## src/rtl/sum_window_accumulator.sv

```systemverilog
// -----------------------------------------------------------------------------
// sum_window_accumulator
//
// Sums a window of NSAMP accepted samples from the adder and counts how many
// of those samples carried the zero flag. Each finished window is offered on
// a valid/ready output handshake. New samples are not accepted while a
// finished result is waiting to be taken.
//
// Ports:
//   clk          in   rising-edge clock
//   rst_n        in   asynchronous active-low reset
//   clear        in   synchronous abort of the current window (active high)
//   in_valid     in   in_sum / in_zero valid this cycle
//   in_sum       in   [SWIDTH-1:0] sum sample from the adder
//   in_zero      in   sample-is-zero flag from the adder
//   in_ready     out  a sample is accepted this cycle when in_valid is high
//   out_valid    out  window result available
//   out_acc      out  [ACCW-1:0] sum of the NSAMP samples of the window
//   out_zero_cnt out  [CNTW-1:0] number of window samples with in_zero=1
//   out_ready    in   downstream takes the result
// -----------------------------------------------------------------------------
module sum_window_accumulator #(
    parameter int SWIDTH = 9,
    parameter int NSAMP  = 8,
    parameter int ACCW   = 12,
    parameter int CNTW   = 4
) (
    input  logic              clk,
    input  logic              rst_n,
    input  logic              clear,
    input  logic              in_valid,
    input  logic [SWIDTH-1:0] in_sum,
    input  logic              in_zero,
    output logic              in_ready,
    output logic              out_valid,
    output logic [ACCW-1:0]   out_acc,
    output logic [CNTW-1:0]   out_zero_cnt,
    input  logic              out_ready
);

    typedef enum logic [0:0] {
        ST_ACCUM = 1'b0,
        ST_HOLD  = 1'b1
    } state_t;

    localparam logic [CNTW-1:0] LAST_IDX = CNTW'(NSAMP - 1);

    state_t          state_r;
    state_t          state_next_s;
    logic [ACCW-1:0] acc_r;
    logic [CNTW-1:0] zcnt_r;
    logic [CNTW-1:0] idx_r;
    logic [ACCW-1:0] out_acc_r;
    logic [CNTW-1:0] out_zero_cnt_r;

    logic            in_ready_s;
    logic            out_valid_s;
    logic            accept_s;
    logic            last_s;
    logic [ACCW-1:0] acc_sum_s;
    logic [CNTW-1:0] zcnt_sum_s;

    // Running totals including the sample currently presented.
    always_comb begin
        acc_sum_s  = acc_r + ACCW'(in_sum);
        zcnt_sum_s = zcnt_r + CNTW'(in_zero);
        // A sample presented together with clear is dropped.
        accept_s   = in_valid & in_ready_s & ~clear;
        last_s     = (idx_r == LAST_IDX);
    end

    // State register.
    always_ff @(posedge clk or negedge rst_n) begin
        if (!rst_n) begin
            state_r <= ST_ACCUM;
        end else begin
            state_r <= state_next_s;
        end
    end

    // Next-state logic; clear overrides both accept and out_ready.
    always_comb begin
        state_next_s = state_r;
        if (clear) begin
            state_next_s = ST_ACCUM;
        end else begin
            case (state_r)
                ST_ACCUM: begin
                    if (accept_s && last_s) begin
                        state_next_s = ST_HOLD;
                    end else begin
                        state_next_s = ST_ACCUM;
                    end
                end
                ST_HOLD: begin
                    if (out_ready) begin
                        state_next_s = ST_ACCUM;
                    end else begin
                        state_next_s = ST_HOLD;
                    end
                end
                default: state_next_s = ST_ACCUM;
            endcase
        end
    end

    // Handshake outputs decoded from the state register; in_ready is forced
    // low while reset is asserted.
    always_comb begin
        case (state_r)
            ST_ACCUM: begin
                in_ready_s  = rst_n;
                out_valid_s = 1'b0;
            end
            ST_HOLD: begin
                in_ready_s  = 1'b0;
                out_valid_s = 1'b1;
            end
            default: begin
                in_ready_s  = 1'b0;
                out_valid_s = 1'b0;
            end
        endcase
    end

    // Window accumulation and result capture. The result registers are only
    // written on the last accept, so they stay stable throughout HOLD and
    // keep their value across a clear.
    always_ff @(posedge clk or negedge rst_n) begin
        if (!rst_n) begin
            acc_r          <= {ACCW{1'b0}};
            zcnt_r         <= {CNTW{1'b0}};
            idx_r          <= {CNTW{1'b0}};
            out_acc_r      <= {ACCW{1'b0}};
            out_zero_cnt_r <= {CNTW{1'b0}};
        end else if (clear) begin
            acc_r  <= {ACCW{1'b0}};
            zcnt_r <= {CNTW{1'b0}};
            idx_r  <= {CNTW{1'b0}};
        end else if (accept_s) begin
            if (last_s) begin
                out_acc_r      <= acc_sum_s;
                out_zero_cnt_r <= zcnt_sum_s;
                acc_r          <= {ACCW{1'b0}};
                zcnt_r         <= {CNTW{1'b0}};
                idx_r          <= {CNTW{1'b0}};
            end else begin
                acc_r  <= acc_sum_s;
                zcnt_r <= zcnt_sum_s;
                idx_r  <= idx_r + CNTW'(1);
            end
        end else begin
            acc_r <= acc_r;
        end
    end

    assign in_ready     = in_ready_s;
    assign out_valid    = out_valid_s;
    assign out_acc      = out_acc_r;
    assign out_zero_cnt = out_zero_cnt_r;

endmodule

```

## config.mk

```make
export PLATFORM = sky130hd
export DESIGN_NAME = sum_window_accumulator
export DESIGN_NICKNAME = d
export VERILOG_FILES = /design/src/rtl/sum_window_accumulator.sv
export SDC_FILE = /design/constraint.sdc
export NUM_CORES = 1
export LEC_CHECK = 0
export BUFFER_PORTS_ARGS = -buffer_cell sky130_fd_sc_hd__buf_2
export CAP_MARGIN = 20
export CORE_ASPECT_RATIO = 1.2
export CORE_MARGIN = 8
export CORE_UTILIZATION = 40
export CTS_BUF_LIST = sky130_fd_sc_hd__clkbuf_8 sky130_fd_sc_hd__clkbuf_16
export DETAILED_ROUTE_END_ITERATION = 10
export GPL_TIMING_DRIVEN = 0
export SYNTH_ARGS = -nofsm -noshare
export SYNTH_HDL_FRONTEND = slang
export SYNTH_SLANG_ARGS = --single-unit
```

## constraint.sdc

```tcl
create_clock -name clk -period 1.9 [get_ports clk]
set_input_delay 0.095 -clock clk [delete_from_list [all_inputs] [get_ports clk]]
set_output_delay 0.095 -clock clk [all_outputs]
set_load 0.1 [all_outputs]
```

; Yosys cells after proc, flatten, opt, wreduce, memory -nomap -nowiden
; Cells that the tools add are included.
[classes]
add_sub_neg = 3
eq_ne = 1
muxes = 15
n_bitwise = 4
n_reduce_logical = 3
[ops]
columns = cell, count
row1 = $mux W12, 3
row2 = $mux W4, 6
row3 = $add A12 B9 Y12, 1
row4 = $pmux W1 S2, 3
row5 = $add A4 B1 Y4, 1
row6 = $add A4 B1 Y4 const B, 1
row7 = $eq A4 B3 Y1 const B, 1
row8 = $mux W1, 3
row9 = $reduce_and A3 Y1, 1
row10 = $and A1 B1 Y1, 2
row11 = $not A1 Y1, 2
row12 = $reduce_bool A2 Y1, 1
row13 = $logic_and A1 B1 Y1, 1
[word_totals]
register_bits = 37
in_bits = 15
output_inout_bits = 18

; Logic depth before layout (Yosys ltp)
; Gate-level depths: netlist (run 1).
[depth]
depth_word = 8
mapped_depth = 8

; Least setup slack after synthesis (run 1)
; Ideal clock, no wire load.
[synth_path]
path_type = flip-flop to flip-flop
startpoint = register state_r
endpoint = register out_acc_r[2] (netlist: out_acc[2])
arrival_time_ns = 2.703
required_time_ns = 1.775
setup_slack_ns = -0.929
path_stages_with_launch = 5
path_buffers = 0
period_less_slack_ns = 2.829
path_cell_list = dfrtp_1 -> nor2b_4 -> nand3_2 -> nor4b_2 -> mux2_2
[synth_via]
elab_chain_len = 5
[synth_lines]
columns = item, line
row1 = "start, declared", 48  ; state_t state_r;
row2 = "start signal, assigned", 77  ; state_r <= state_next_s;
row3 = $not A1 Y1, 110  ; case (state_r)
row4 = $pmux W1 S2 (*), 110
row5 = named net in_ready, 34  ; output logic in_ready,
row6 = $and A1 B1 Y1 (*) (2 in a row), 68  ; accept_s = in_valid & in_ready_s & ~clear;
row7 = $reduce_and A3 Y1 (no source line) (*), n/a
row8 = "end signal, assigned", 134  ; out_acc_r <= {ACCW{1'b0}};
row9 = "end signal, assigned", 142  ; out_acc_r <= acc_sum_s;
row10 = "end, declared", 53  ; logic [ACCW-1:0] out_acc_r;
; The timed path passes the listed nets; every way through them passes the cells marked *.
; A chain may end at the register's enable or synchronous reset.

; Worst setup path in the final report (run 1)
[layout_path]
startpoint = register acc_r[0]
endpoint = register out_acc_r[6] (netlist: out_acc[6])
[layout_via]
elab_chain_len = 1
[layout_lines]
columns = item, line
row1 = "start, declared", 50  ; logic [ACCW-1:0] acc_r;
row2 = "start signal, assigned", 131  ; acc_r <= {ACCW{1'b0}};
row3 = "start signal, assigned", 137  ; acc_r <= {ACCW{1'b0}};
row4 = "start signal, assigned", 144  ; acc_r <= {ACCW{1'b0}};
row5 = $add A12 B9 Y12, 65  ; acc_sum_s = acc_r + ACCW'(in_sum);
; No other way between the ends.

==> metrics.md, run 1 <==
| Metric | Value |
|---|---|
| Outcome | finished clean |
| Synth Warn # | 0 |
| Via count | around 1700 |
| IO Pins | 33 |
| Hpwl dp | about 3300 µm |
| Final Hold Vio Count | 0 |
| Die Height | 93.4 µm |
| Post-route ant nets | 0 |
| Drt total wl | 4870 µm |
| Hold Path Sink | out_zero_cnt[0] |
| Post-synth top flop | dfrtp_1 |
| Clock Sink Count | 37 |
| Minimum clock period | roughly 1.9 ns |
| First-pass GRT wire length | 7980 µm |
| CP Data Arrival Time | ~2 ns |
| Post-synthesis sequential area ratio | 46.4% |
| Final Net Count | 270 |
| Number of global-route vias before repair | around 1700 |
| Class of the worst hold path | input pin to flip-flop |
| TritonCTS clock tree | built |
| Avg Inst Size Synth | 10.3 µm² |
| Cell Chain, Critical Path | ha_2, inv_2, fa_2, nand2b_4, a21oi_4, nor2_2, xnor2_2, mux2_4 |
| Reg2Reg Capture Point | out_acc[6] |
| Worst R2R Setup Slack | between 0.01 and 0.015 ns |
| Fin Hold WS | 0.165 ns |
| Vias per std cell | ~5.5 |
| CP Max Fanout | 3 |
| FF/Latch Area | 931 µm² |
| Final period util | between 90% and 100% |
| Maximum buffer depth of the clock tree | 2 |
| Clk pwr share | approximately a third |
| CP max stage delay | roughly 0.36 ns |
| Initial core utilization | 41.0% |
| Largest net degree at the start of global routing | 38 |
| DR iter-0 viols | between 60 and 70 |
| Clk_skew | roughly 0.012 ns |
| Die area | 7510 µm² |
| Bufs and invs on worst path | 1 |
| EDFF count, synth | 0 |
| Initial antenna violation count | 0 |
| Net Switching | 0.000491 W |
| GRT Total Usage | 13.4% |
| Area of the mapped netlist | 2000 µm² |
| Launching point of the worst reg2reg path | acc_r[0] |
| WP data required | 2.07 ns |
| P_int | 0.00127 W |
| Drt pass-1 iters | 4 |
| RSZ-0062 raised after global routing | true |
| CTS Buf Count | 5 |
| Final Max Tran Viols | 0 |
| Filler instances | ~450 |
| Synth Register Bits | 37 |
| RePlAce Congestion | 0.816 |
| Slew margin rel. | roughly two thirds |
| Sw Ratio | 27.9% |
| Layout area overhead | 30.5% |
| Antenna Cells | 0 |
| Post-synth ARST share | 100% |
| Setup TNS | 0 ns |
| Area of the multi-input gates | 1180 µm² |
| Worst-path clk slew | 0.08 ns |
| Grt total ovfl | 0 |
| CTS H-Tree Depth | 2 |
| IO Port Bufs | 31 |
| Slowest CP cell | dfrtp_1 |
| Min-delay src | in_zero |
| Max_cap viols | 0 |
| Final setup fails | 0 |
| Core area | 4870 µm² |
| Avg WL per Cell | 16.1 µm |
| R2R depth | 8 |
| Fin util | 53.5% |
| Critical path class | flip-flop to flip-flop |
| Layout cells sized above 1 | roughly a third |
| Post-Syn Nets | 222 |
| Die Wd | ~80 µm |
| Worst skew pair latency | 0.29 ns |
| Rows | 28 |
| Leak | 1.27 nW |
| Combinational power share | 17.1% |
| VDD IR max | 512 µV |
| Tightest Pin Transition | 0.483 ns |
| Pwr per Cell Area | 676 nW/µm² |
| Kind of start point of the critical path | flip-flop |
| Max Fclk | 0.529 GHz |
| Drt drc | 0 |
| Sequential power share | 48.2% |
| Power consumption | around 0.0018 W |
| Worst setup EP type | flip-flop |
| Hold Path Stages | 4 |
| Cell family with most CP delay | adder cells |
| Post-synth cell types | between 40 and 50 |
| Clock root buffer | clkbuf_8 |
| Post-Syn Instances | between 150 and 200 |
## state kept, by name, indices dropped and copies added, names as in the netlist
name          count
acc_r            12
out_acc          12
idx_r             4
out_zero_cnt      4
zcnt_r            4
state_r           1
## metal layers
layer  track usage [%]  vias to the layer above  share of wire [%]
met3              3.65                        4                4.0
li1                  -                      812                  -
met4              3.65                        0                1.0
met5                 0                        -                  0
met2              21.8                       32                 48
met1              16.8                      815                 47
## Yosys cell counts, drive strengths merged (5+ instances only)
master / instances / area [µm²]
dfrtp: 37 / 926
nand2: 27 / 101
o21ai: 14 / 70.1
ha: 12 / 150
a21oi: 9 / 45.0
a22o: 8 / 70.1
nand3: 6 / 35.0
a21o: 5 / 37.5
inv: 5 / 18.8
mux2: 5 / 56.3
nand2b: 5 / 31.3
nor2: 5 / 18.8
o31ai: 5 / 37.5
xnor2: 5 / 43.8
## through the flow
stage / instances / instance area [µm²] / worst slack, ns
6_report: 303 / 2610 / 0.0104
3_5_place_dp: 285 / 2280 / -0.782
3_3_place_gp: 285 / 2280 / -0.809
2_1_floorplan: 194 / 2050 / -0.642
4_1_cts: 300 / 2530 / -0.0166
5_1_grt: 303 / 2610 / -0.0546
## repair_timing
action                                  CTS  global route
hold buffers                              3             0
endpoints found under the setup margin   31            18
setup buffers                             5             3
pin swaps                                 7             8
gates resized for setup                  14            15
endpoints found under the hold margin    38             0
## cells in the final DEF (no fill, tap or decap), drive strengths merged, types with 2 or more instances in the layout
cell,n
mux2,5
a21o,5
mux2i,2
xnor2,5
nand4,3
o21ai,14
dfrtp,37
nor3,4
a21boi,2
a22o,8
buf,43
xor2,3
and3b,2
a31oi,3
ha,12
inv,5
nand2,27
nor2,5
a211o,3
clkbuf,9
o31ai,5
nand2b,5
a21oi,9
dlygate4sd3,2
nand3,6
o211ai,2
## layout make-up
class	count	area share, %
Inverter	5	0.720
Sequential cell	37	35.7
Multi-Input combinational cell	146	45.4
Buffer	5	1.49
Clock buffer	7	3.70
Timing Repair Buffer	42	9.89
Tap cell	60	2.88
Clock inverter	1	0.192
## power by group through the flow
stage / Clock (W) / Sequential (W) / Combinational (W)
3_5_place_dp: 0 / 0.000858 / 0.000247
5_1_grt: 0.000660 / 0.000854 / 0.000334
6_report: 0.000612 / 0.000848 / 0.000300
3_3_place_gp: 0 / 0.000857 / 0.000244
2_1_floorplan: 0 / 0.000850 / 0.000176
4_1_cts: 0.000632 / 0.000846 / 0.000280
## kinds of logic after synthesis
| family | synth area share [%] |
|---|---|
| AO/OA/AOI/OAI | 20.1 |
| XOR/XNOR | 3.51 |
| adder cells (fa/ha/maj) | 8.53 |
| buffers and inverters | 2.19 |
| flip-flops | 46.4 |
| multiplexers | 3.82 |
| AND/OR/NAND/NOR | 15.5 |
## how the worst max path moves through the flow
stage / start / to / slack, ns / cells past startpoint
3_3_place_gp: rst_n / acc_r[11] / -0.81 / 6
6_report: acc_r[0] / out_acc[6] / 0.01 / 8
4_1_cts: acc_r[0] / out_acc[6] / -0.02 / 8
3_5_place_dp: rst_n / acc_r[9] / -0.78 / 6
5_1_grt: acc_r[6] / out_acc[9] / -0.05 / 5
2_1_floorplan: state_r / out_acc[9] / -0.64 / 5
## worst register-to-register path: cells and delay by family, from the launching register on
kind                     cells  cell delay [ns]
multiplexers                 1             0.27
AND/OR/NAND/NOR              2             0.23
adder cells (fa/ha/maj)      2             0.52
AO/OA/AOI/OAI                1             0.20
XOR/XNOR                     1             0.14
buffers and inverters        1             0.04
flip-flops                   1             0.36
(Power assumes the default switching activity.)
==> inputs of run 2 (changes only) <==
--- a/config.mk
+++ b/config.mk
@@ -13,6 +13,7 @@
 export CTS_BUF_LIST = sky130_fd_sc_hd__clkbuf_8 sky130_fd_sc_hd__clkbuf_16
 export DETAILED_ROUTE_END_ITERATION = 10
 export GPL_TIMING_DRIVEN = 0
+export SETUP_SLACK_MARGIN = 0.5
 export SYNTH_ARGS = -nofsm -noshare
 export SYNTH_HDL_FRONTEND = slang
 export SYNTH_SLANG_ARGS = --single-unit
==> run 2 against run 1 <==
The flow now finishes with violations (negative hold slack, negative setup slack); count of clock-buffer cells in the layout is 2 lower; sequential share of layout area decreased by 5.2 points; critical path depth decreased by 3; sequential power grew 0.5%; critical path type unchanged.
==> metrics.md, run 2 (synthesis gave the netlist of run 1 again) <==
| Metric | Value |
|---|---|
| Worst-path clk slew | 0.08 ns |
| Combinational power share | 18.9% |
| Inst Count DP | 285 |
| Sequential power share | 41.2% |
| RePlAce Congestion | 0.832 |
| Outcome | complete, but fails checks |
| Minimum clock period | 1.97 ns |
| Critical path class | flip-flop to flip-flop |
| IO Port Bufs | 31 |
| Die Height | approximately 93 µm |
| GR Layer Usage met1 | 19.0% |
| Core area | just under 5000 µm² |
| Hpwl dp | roughly 3300 µm |
| Grt total ovfl | 0 |
| Area of the multi-input gates | 1360 µm² |
| Via count | 1835 |
| Final setup fails | 4 |
| Drt total wl | between 6000 and 7000 µm |
| Initial antenna violation count | 0 |
| Slowest CP cell | or4_1 |
| TritonCTS clock tree | built |
| Worst setup EP type | flip-flop |
| CP Data Arrival Time | 2.21 ns |
| Cell Chain, Critical Path | nor2b_4, nand3_4, or4b_4, or4_1, nand3_1 |
| P_int | 0.00151 W |
| Pwr per Cell Area | 679 nW/µm² |
| Kind of start point of the critical path | flip-flop |
| Filler instances | 375 |
| DR iter-0 viols | 132 |
| Die area | 7510 µm² |
| Final period util | 104% |
| Leak | around 1.4 nW |
| Worst skew pair latency | 0.30 ns |
| Avg WL per Cell | 19.0 µm |
| Initial core utilization | about 41% |
| Commonest cells after routing, fill and taps aside | dfrtp_1, buf_2, nand2_1 |
| Fin util | 62.5% |
| Antenna Cells | 0 |
| Tightest Pin Transition | 0.569 ns |
| GR Util met3 | 4.51% |
| Finished Layout Cells | 320 |
| CP Max Fanout | 3 |
| Post-route ant nets | 0 |
| Worst R2R Setup Slack | -0.07 ns |
| First-pass GRT wire length | 9170 µm |
| VDD IR max | around 540 µV |
| Clk pwr share | 39.9% |
| CTS Buf Count | 5 |
| Clock root buffer | clkbuf_8 |
| CTS H-Tree Depth | 2 |
| Vias per std cell | 5.73 |
| Layout cells sized above 1 | 48.5% |
| Net Switching | 0.000557 W |
| Sw Ratio | 26.9% |
| Clock Sink Count | 37 |
| Post-CTS Hold Buffers | 1 |
| Final Net Count | 287 |
| Class of the worst hold path | input pin to asynchronous set/reset pin |
| Reg2Reg Capture Point | out_acc[9] |
| Layout area overhead | 52.6% |
| Final Hold Vio Count | 37 |
| Final Max Tran Viols | 0 |
| Fin Hold WS | -0.244 ns |
| Failing checks | negative hold slack, negative setup slack |
| Met2 track demand over resource | 24.4% |
| Maximum buffer depth of the clock tree | 2 |
| R2R depth | 5 |
| Clk_skew | 0.0150 ns |
| WP data required | 2.14 ns |
| Die Wd | 80.5 µm |
| Largest net degree at the start of global routing | 40 |
| Final worst slack | -0.0743 ns |
| Drt pass-1 iters | 4 |
| CP max stage delay | 0.53 ns |
| Number of global-route vias before repair | 1886 |
| Slew margin rel. | 62.1% |
| GRT Total Usage | 15.6% |
| Commonest non-fill, non-tap cell in the layout | dfrtp_1 |
| Max Fclk | 0.506 GHz |
| Grt peak-use layer | met2 |
| Drt drc | 0 |
| IO Pins | 33 |
| Max_cap viols | 0 |
| FF/Latch Area | 931 µm² |
| Launching point of the worst reg2reg path | state_r |
| Rows | 28 |
| RSZ-0062 raised after global routing | true |
## run 2: worst max-delay path: cells and delay by family (launching register included)
kind | cells | cell delay [ns]
AND/OR/NAND/NOR | 5 | 1.41
flip-flops | 1 | 0.51
## run 2: repair_timing
action                     4_1_cts  5_1_grt
setup buffers                   16        7
hold endpoints to repair        38       37
setup endpoints to repair       36       37
pin swaps                       28       17
resized for setup               67       39
cloned                           3        0
## run 2: area by class of cell
class / count / share of cell area, %
multi-input cells: 146 / 44.5
repair buffers: 58 / 15.0
flip-flops and latches: 37 / 30.6
well taps: 60 / 2.47
clock inverters: 3 / 2.14
plain buffers: 6 / 2.47
inverters: 5 / 0.616
clock buffers: 5 / 2.26
## run 2: power by group through the flow
stage	Combinational, W	Sequential (W)	Clock (W)
2_1_floorplan	0.000176	0.000850	0
6_report	0.000391	0.000852	0.000826
3_3_place_gp	0.000244	0.000857	0
5_1_grt	0.000422	0.000854	0.000862
3_5_place_dp	0.000246	0.000859	0
4_1_cts	0.000313	0.000846	0.000832
## run 2: routing by layer
metal | wire length, µm | vias to the layer above
met5 | 0 | -
met4 | 215 | 0
met3 | 347 | 15
met2 | 2960 | 62
met1 | 2570 | 915
li1 | - | 843
## run 2: worst max path at each step
stage	from	to	slack, ns	cells after the start
after floorplan	state_r	out_acc[9]	-0.64	5
after global placement	rst_n	acc_r[11]	-0.81	6
after detailed placement	rst_n	acc_r[11]	-0.79	6
after CTS	acc_r[6]	out_acc[9]	-0.008	5
after global routing	state_r	out_acc[9]	-0.1	5
final	state_r	out_acc[9]	-0.07	5
## run 2: metrics by stage
stage               TNS, ns  power, W  setup slack, ns  hold slack (ns)  area [µm²]
floorplan             -9.76   0.00103           -0.642           -0.201        2050
global placement     -17.08   0.00110           -0.809            0.261        2280
detailed placement   -17.40   0.00110           -0.790            0.270        2280
CTS                 -0.0164   0.00199         -0.00826           -0.216        2820
global route         -0.737   0.00214          -0.0999           -0.202        3050
finish               -0.104   0.00207          -0.0743           -0.244        3050
==> inputs of run 3 (changes only) <==
--- a/config.mk
+++ b/config.mk
@@ -7,12 +7,15 @@
 export LEC_CHECK = 0
 export BUFFER_PORTS_ARGS = -buffer_cell sky130_fd_sc_hd__buf_2
 export CAP_MARGIN = 20
+export CELL_PAD_IN_SITES_DETAIL_PLACEMENT = 0
+export CELL_PAD_IN_SITES_GLOBAL_PLACEMENT = 2
 export CORE_ASPECT_RATIO = 1.2
 export CORE_MARGIN = 8
-export CORE_UTILIZATION = 40
+export CORE_UTILIZATION = 32
 export CTS_BUF_LIST = sky130_fd_sc_hd__clkbuf_8 sky130_fd_sc_hd__clkbuf_16
 export DETAILED_ROUTE_END_ITERATION = 10
 export GPL_TIMING_DRIVEN = 0
+export PLACE_DENSITY_LB_ADDON = 0.1
 export SETUP_SLACK_MARGIN = 0.5
 export SYNTH_ARGS = -nofsm -noshare
 export SYNTH_HDL_FRONTEND = slang
==> run 3 against run 2 <==
Sequential power about the same; hold slack better by 0.023 ns; count of clock-buffer cells in the layout unchanged; core utilization down 11 points; fmax up 4.0%; routed wire length down 2.3%; combinational power down 3%; highest routed layer unchanged; critical path type unchanged; first-iteration DRC count down 70%; the run ends with negative hold slack left; setup slack better by 0.076 ns.
==> metrics.md, run 3 (synthesis gave the netlist of run 1 again) <==
| Metric | Value |
|---|---|
| Outcome | complete, but fails checks |
| Failing checks | negative hold slack |
| Area of the multi-input gates | about 1400 µm² |
| Max Fclk | 0.527 GHz |
| Final worst slack | 0.00143 ns |
| Avg WL per Cell | around 17 µm |
| Slowest CP cell | or4_4 |
| Layout area overhead | 56.2% |
| Class of the worst hold path | input pin to asynchronous set/reset pin |
| Final period util | 99.9% |
| Maximum buffer depth of the clock tree | 2 |
| Vias per std cell | roughly 5.2 |
| Cell Chain, Critical Path | nor2b_4, nand3_4, or4b_4, or4_4, nand3_2 |
| Post-CTS Hold Buffers | 1 |
| Die area | 9030 µm² |
| Kind of start point of the critical path | flip-flop |
| Final Max Tran Viols | 0 |
| Inst Count DP | 307 |
| Via count | between 1500 and 2000 |
| Critical path class | flip-flop to flip-flop |
| Pwr per Cell Area | 566 nW/µm² |
| CP max stage delay | ~0.53 ns |
| Setup TNS | 0 ns |
| CP Data Arrival Time | 2.13 ns |
| Final setup fails | 0 |
| CTS Buf Count | 5 |
| Minimum clock period | 1.90 ns |
| TritonCTS clock tree | built |
| Filler instances | 574 |
| Grt total ovfl | 0 |
| CTS H-Tree Depth | 2 |
| Worst-path clk slew | 0.08 ns |
| FF/Latch Area | about 930 µm² |
| Layout cells sized above 1 | 51.9% |
| RSZ-0062 raised after global routing | true |
| Pre-CTS setup slack | -0.896 ns |
| IO Pins | 33 |
| RePlAce Congestion | between 0.7 and 0.8 |
| Final Net Count | 293 |
| Antenna Cells | 0 |
| DR iter-0 viols | 39 |
| Drt drc | 0 |
| Die Wd | ~90 µm |
| Core area | 6050 µm² |
| CP Max Fanout | 2 |
| Finished Layout Cells | 348 |
| Leak | 1.47 nW |
| Drt pass-1 iters | 4 |
| Commonest cells after routing, fill and taps aside | dfrtp_1, buf_2, buf_4 |
| WP data required | 2.13 ns |
| VDD IR max | 259 µV |
| Tightest Pin Transition | 0.571 ns |
| Fin Hold WS | -0.221 ns |
| Cell family with most CP delay | simple AND/OR/NAND/NOR gates |
| First-pass GRT wire length | 9430 µm |
| Final Hold Vio Count | 37 |
| Initial antenna violation count | 0 |
| IO Port Bufs | 31 |
| Slew margin rel. | 61.9% |
| Initial core utilization | about 33% |
| Worst setup EP type | flip-flop |
| Bufs and invs on worst path | 0 |
| Commonest non-fill, non-tap cell in the layout | dfrtp_1 |
| Rows | 31 |
| Post-route ant nets | 0 |
| Hpwl dp | 3730 µm |
| Clock root buffer | clkbuf_8 |
| Die Height | 103 µm |
| Max_cap viols | 0 |
| Drt total wl | 5950 µm |
| Clk_skew | 0.00812 ns |
| Number of global-route vias before repair | 1914 |
| Power consumption | between 0.0015 and 0.002 W |
| GRT Total Usage | 13.5% |
| Worst skew pair latency | 0.29 ns |
| R2R depth | 5 |
| Critical Path Stages | 5 |
| Largest net degree at the start of global routing | 40 |
| Clock Sink Count | 37 |
## run 3: through the flow
step                      hold slack, ns  util [%]  instance area (µm²)
after global placement             0.260      38.2                 2310
final                             -0.221      51.5                 3120
after global routing              -0.201      51.5                 3120
after detailed placement           0.277      38.2                 2310
after floorplan                   -0.201         -                 2050
after CTS                         -0.207      46.7                 2830
## run 3: routing by layer
| layer | part of all wire (%) | up-vias | global-route usage, % |
|---|---|---|---|
| li1 | - | 858 | - |
| met1 | 42 | 897 | 14.9 |
| met2 | 51 | 35 | 24.1 |
| met3 | 4.7 | 7 | 3.43 |
| met4 | 1.9 | 0 | 4.95 |
| met5 | 0 | - | 0 |
## run 3: cell type report
| type | instances | area share, % |
|---|---|---|
| multi-input cells | 146 | 44.6 |
| flip-flops and latches | 37 | 29.8 |
| repair buffers | 64 | 16.6 |
| well taps | 82 | 3.29 |
| plain buffers | 6 | 2.45 |
| clock buffers | 5 | 2.21 |
| inverters | 5 | 0.602 |
| clock inverters | 3 | 0.441 |
## run 3: what timing repair did
item | in CTS | in global routing
gates cloned | 1 | 1
hold endpoints to repair | 38 | 37
pin swaps | 37 | 15
buffers inserted | 20 | 10
gates resized for setup | 69 | 44
setup endpoints to repair | 36 | 37
## run 3: where the power goes
group,internal [W],total [W],switching [W]
combinational,0.000179,0.000380,0.000201
sequential,0.000813,0.000849,0.0000358
clock,0.000249,0.000535,0.000286
## run 3: path summary, 6_finish.rpt
check | end | slack [ns] | from
max | out_acc[9] | 0.001 | state_r
min | acc_r[3] | -0.22 | rst_n
max reg2reg | out_acc[9] | 0.001 | state_r
min reg2reg | out_acc[11] | 0.48 | out_acc[11]
max in group asynchronous | state_r | 1.73 | rst_n
min in group clk | out_acc[0] | 0.18 | in_sum[0]
## run 3: worst register-to-register path, delay by kind of cell, from the launching register on
family | cells | cell delay (ns)
DFF | 1 | 0.50
and+or+nand+nor | 5 | 1.35
